==> src/rtl/prog_sequencer.sv <==
// Fetch sequencer for the 3BC processor family.
// Owns the Start/Ack program handshake and selects the program entry point.
// Generates the program counter with absolute/relative branch, halt and stall.
// Keeps saturating cycle and instruction counters. Every output is registered.
module prog_sequencer #(
    parameter int PC_W         = 10,
    parameter int CNT_W        = 16,
    parameter int NUM_PROGS    = 3,
    parameter int SEL_W        = 2,
    parameter int ENTRY_STRIDE = 256
) (
    input  logic             Clk,
    input  logic             Reset,
    input  logic             Start,
    input  logic [SEL_W-1:0] ProgSel,
    input  logic             BranchEn,
    input  logic             BranchAbs,
    input  logic [PC_W-1:0]  Target,
    input  logic             Halt,
    input  logic             Stall,
    output logic [PC_W-1:0]  ProgCtr,
    output logic             Fetch,
    output logic             Ack,
    output logic             Busy,
    output logic             PcWrap,
    output logic [CNT_W-1:0] CycleCt,
    output logic [CNT_W-1:0] InstCt
);

    typedef enum logic [1:0] {IDLE, ARMED, RUN, DONE} seqState_t;

    seqState_t        state;
    seqState_t        stateNext;
    logic [PC_W-1:0]  pcNext;
    logic             wrapNext;
    logic [CNT_W-1:0] cycleNext;
    logic [CNT_W-1:0] instNext;
    logic [PC_W-1:0]  entryPc;
    logic [PC_W+1:0]  relSum;
    logic [CNT_W-1:0] cycleSat;
    logic [CNT_W-1:0] instSat;

    // Out-of-range selects fall back to entry 0.
    assign entryPc = (int'(ProgSel) < NUM_PROGS) ? PC_W'(int'(ProgSel) * ENTRY_STRIDE) : '0;

    // Two guard bits catch both carry-out (01) and borrow-out (11) of a relative branch.
    assign relSum = {2'b00, ProgCtr} + {{2{Target[PC_W-1]}}, Target};

    // Saturating increments: the counters stick at all-ones instead of wrapping.
    assign cycleSat = (&CycleCt) ? CycleCt : CycleCt + CNT_W'(1);
    assign instSat  = (&InstCt)  ? InstCt  : InstCt  + CNT_W'(1);

    // State register.
    always_ff @(posedge Clk) begin
        // NOTE: sequential state uses non-blocking assignments so every register
        // samples pre-edge values, independent of block ordering.
        if (Reset) state <= IDLE;
        else       state <= stateNext;
    end

    // Next-state, next-PC, wrap flag and counter updates.
    always_comb begin
        // NOTE: every signal gets a hold default first, so no path infers a latch.
        stateNext = state;
        pcNext    = ProgCtr;
        wrapNext  = PcWrap;
        cycleNext = CycleCt;
        instNext  = InstCt;
        case (state)
            IDLE, DONE: begin
                if (Start) begin
                    stateNext = ARMED;
                    pcNext    = entryPc;
                    wrapNext  = 1'b0;
                    cycleNext = '0;
                    instNext  = '0;
                end
            end
            ARMED: begin
                if (!Start) stateNext = RUN;
            end
            RUN: begin
                cycleNext = cycleSat;
                if (!Stall) begin
                    instNext = instSat;
                    if (Halt) begin
                        stateNext = DONE;
                    end else if (BranchEn && BranchAbs) begin
                        pcNext = Target;
                    end else if (BranchEn) begin
                        pcNext = relSum[PC_W-1:0];
                        if (relSum[PC_W+1:PC_W] != 2'b00) wrapNext = 1'b1;
                    end else begin
                        pcNext = ProgCtr + PC_W'(1);
                        if (&ProgCtr) wrapNext = 1'b1;
                    end
                end
            end
            default: stateNext = IDLE;
        endcase
    end

    // Output registers; status flags are decoded from the next state so they track the state register.
    always_ff @(posedge Clk) begin
        if (Reset) begin
            ProgCtr <= '0;
            PcWrap  <= 1'b0;
            CycleCt <= '0;
            InstCt  <= '0;
            Fetch   <= 1'b0;
            Ack     <= 1'b0;
            Busy    <= 1'b0;
        end else begin
            ProgCtr <= pcNext;
            PcWrap  <= wrapNext;
            CycleCt <= cycleNext;
            InstCt  <= instNext;
            Fetch   <= (stateNext == RUN);
            Ack     <= (stateNext == DONE);
            Busy    <= (stateNext == ARMED) || (stateNext == RUN);
        end
    end

endmodule
==> config.mk <==
export PLATFORM = sky130hd
export DESIGN_NAME = prog_sequencer
export DESIGN_NICKNAME = d
export VERILOG_FILES = /design/src/rtl/prog_sequencer.sv
export SDC_FILE = /design/constraint.sdc
export NUM_CORES = 1
export LEC_CHECK = 0
export ABC_CLOCK_PERIOD_IN_PS = 5600
export CORE_AREA = 2 2 97 71
export DETAILED_ROUTE_END_ITERATION = 6
export DIE_AREA = 0 0 99 73
export GPL_TIMING_DRIVEN = 0
export PLACE_DENSITY = 0.89
export SLEW_MARGIN = 20
export SYNTH_ARGS = -nofsm -noshare
export SYNTH_HDL_FRONTEND = slang
export SYNTH_SLANG_ARGS = --single-unit
==> constraint.sdc <==
create_clock -name Clk -period 5.6 [get_ports Clk]
set_clock_uncertainty 0.1 [all_clocks]
set_input_delay 1.12 -clock Clk [delete_from_list [all_inputs] [get_ports Clk]]
set_output_delay 1.12 -clock Clk [all_outputs]
set_load 0.1 [all_outputs]
==> flow_metrics.py <==
metrics = {
    "synthesis": {
        "ys_ff_latch": 48,
        "synth_top_cell_by_area": "dfxtp_1",
        "syn-num-nets": 416,
        "synth_enable_flop_cells": 0,
        "synth_seq_area_share": 0.3131,
        "syn_inst": 378,
        "synth_top_area_share": 0.3131,
        "ys_types": 56,
        "synth.avg_cell_area_um2": 8.120,
        "ys.flop_type": "dfxtp_1",
        "synthMostInstantiatedCell": "dfxtp_1",
        "syn_area_um2": 3069,
        "async_flop_share": 0,
        "synth_warnings": 0,
        "synth_area_leaders": "dfxtp_1, ha_1, nor2_1",
        "synth_common_cells": "dfxtp_1, nor2_1, nand2_1",
    },
    "timing": {
        "slew_viol_final": 0,
        "min_period_over_period": 0.6297,
        "rsz0062_at_grt": "no",
        "finalSetupTns_ns": 0,
        "tightest_slew_ns": 0.9767,
        "fmax_mhz": 283.6,
        "hold_ws_ns": 0.4276,
        "hold_viol": 0,
        "setup_viol_count_final": 0,
        "max-slew-margin-rel": 0.3468,
        "post-route-min-period_ns": 3.526,
    },
    "cts": {
        "cts_resized": 0,
        "cts_inserted_buffers": 5,
        "post_cts_buffers": 0,
        "clk_pin_slew_ns": 0.09,
        "htree_levels": 2,
        "clkLatencyLatePin_ns": 0.31,
        "clock_path_buffers": 2,
        "cts_root_buf": "clkbuf_8",
        "cts_hold_buf": 0,
        "cts.sinks": 48,
        "cts_tree": "yes",
    },
    "worst_setup_path": {
        "critPathKind": "in2reg",
        "critPathCaptureType": "flop",
        "cp.arrival_ns": 3.60,
        "worstPathRequired_ns": 5.67,
        "start_kind": "input pin",
        "crit_fanout": 4,
    },
    "grt": {
        "grt_pass1_wl_um": 13630,
        "first_global_vias": 2916,
        "grt_max_degree": 15,
        "grtUsageTotal": 0.2310,
        "gr-total-overflow": 0,
        "antenna_found_initial": 0,
    },
    "die": {
        "die_x_um": 99,
        "dieArea_um2": 7227,
        "fp.coreArea_um2": 6412,
        "rows": 25,
        "die_y_um": 73,
        "ios": 65,
        "initial_core_util": 0.4786,
    },
    "final_layout": {
        "area_growth_pct": 27.40,
        "seq_area_um2": 960.9,
        "fill_cells": 534,
        "final_util": 0.6098,
        "design_area_um2": 3910,
        "insertedDiodeCount": 0,
        "multi_input_area_um2": 2012,
        "fin_nets": 484,
        "drive_gt1_frac": 0.04484,
    },
    "routing": {
        "dr.pass1.iters": 6,
        "ant_nets": 0,
        "dr.first_iter.drc_count": 299,
        "drc": 0,
        "wl_per_cell_um": 15.36,
        "wirelength_um": 8095,
        "vias_per_cell": 5.820,
        "route.vias.total": 3067,
    },
    "power_and_ir_drop": {
        "ir_drop_v": 0.0001251,
        "power.leakage_nw": 1.393,
        "power.density_nw_per_um2": 224.5,
    },
    "min_path": {
        "hold_path_class": "reg2reg",
    },
    "place": {
        "gp_congestion": 0.8998,
        "io_buffers": 61,
        "dp_hpwl_um": 6067,
        "place_area_um2": 3781,
    },
    "flow_run": {
        "drv_cap": 0,
    },
    "run_status": {
        "status": "completed",
    },
}
layout by cell type, fill, tap and decap left out, types with 3 or more instances in the layout:
cell type,netlist,layout
ha_1,18,18
nor3b_1,4,4
and3_1,6,6
xnor2_1,15,15
nand2_1,27,27
or3_1,6,6
o211ai_1,4,4
xor2_1,16,16
a211oi_1,4,4
clkdlybuf4s50_1,0,61
a21oi_1,23,23
inv_1,11,11
nand3_1,17,17
a31oi_1,4,4
or2_2,3,3
nand4_1,10,10
nor3_1,7,7
dfxtp_1,48,48
o21ai_0,17,17
nor2b_1,10,10
mux2i_1,9,9
nand2b_1,12,12
a21o_1,5,5
nor2_1,46,46
and4_1,4,4
clkbuf_8,0,5
clkbuf_1,11,11
worst paths after layout:
kind | startpoint | cells after the start | end | slack [ns]
min reg2reg | InstCt[12] | 2 | InstCt[12] | 0.43
max | Target[0] | 9 | PcWrap | 2.07
min | InstCt[12] | 2 | InstCt[12] | 0.43
max reg2reg | state[0] | 9 | ProgCtr[7] | 2.95
registers in the layout, summed over array words and instances (netlist names):
signal,flops
state,2
CycleCt,16
Busy,1
ProgCtr,10
Ack,1
InstCt,16
Fetch,1
PcWrap,1
kinds of logic (layout without fill, tap and decap cells):
group | Yosys count | in the layout | share of synthesized area
buffers and inverters | 25 | 93 | 0.03139
AOI/OAI and AO/OA | 82 | 82 | 0.1773
muxes | 10 | 10 | 0.03384
adders and majority gates | 19 | 19 | 0.07990
DFF | 48 | 48 | 0.3131
xor gates and xnor gates | 31 | 31 | 0.08846
and+or+nand+nor | 163 | 163 | 0.2760
critical path, cell delays in order:
cell and delay, ns:
clkdlybuf4s50_1 0.44, ha_1 0.25, fa_1 0.41, a21oi_1 0.23, o21ai_0 0.19, a31o_2 0.33
o21a_1 0.19, o311ai_0 0.31, a211oi_1 0.14
where the power goes:
group	switching [mW]	total, mW	internal [mW]
clock	0.117	0.292	0.176
sequential	0.0103	0.362	0.351
combinational	0.154	0.224	0.0702
area by class of cell:
| type | instances | share of cell area |
|---|---|---|
| Multi-Input combinational cell | 305 | 0.5146 |
| Sequential cell | 48 | 0.2458 |
| Timing Repair Buffer | 61 | 0.1562 |
| Tap cell | 81 | 0.02592 |
| Clock buffer | 5 | 0.01760 |
| Clock inverter | 2 | 0.01536 |
| Buffer | 14 | 0.01408 |
| Inverter | 11 | 0.01056 |
stage by stage:
stage	std cells	power [mW]	worst slack [ns]
finish	527	0.8779	2.074
global route	527	0.9114	1.917
CTS	527	0.8770	2.060
detailed placement	520	0.5887	1.746
global placement	520	0.5809	1.851
floorplan	378	0.5282	2.508
metal layers:
layer	GRT usage	up-vias	wire [um]
met5	0	-	0
met4	0.04262	0	127
met3	0.07088	13	673
met2	0.3724	127	3689
met1	0.3108	1429	3604
li1	-	1498	-
No activity file was read; power rests on OpenSTA's default activity.
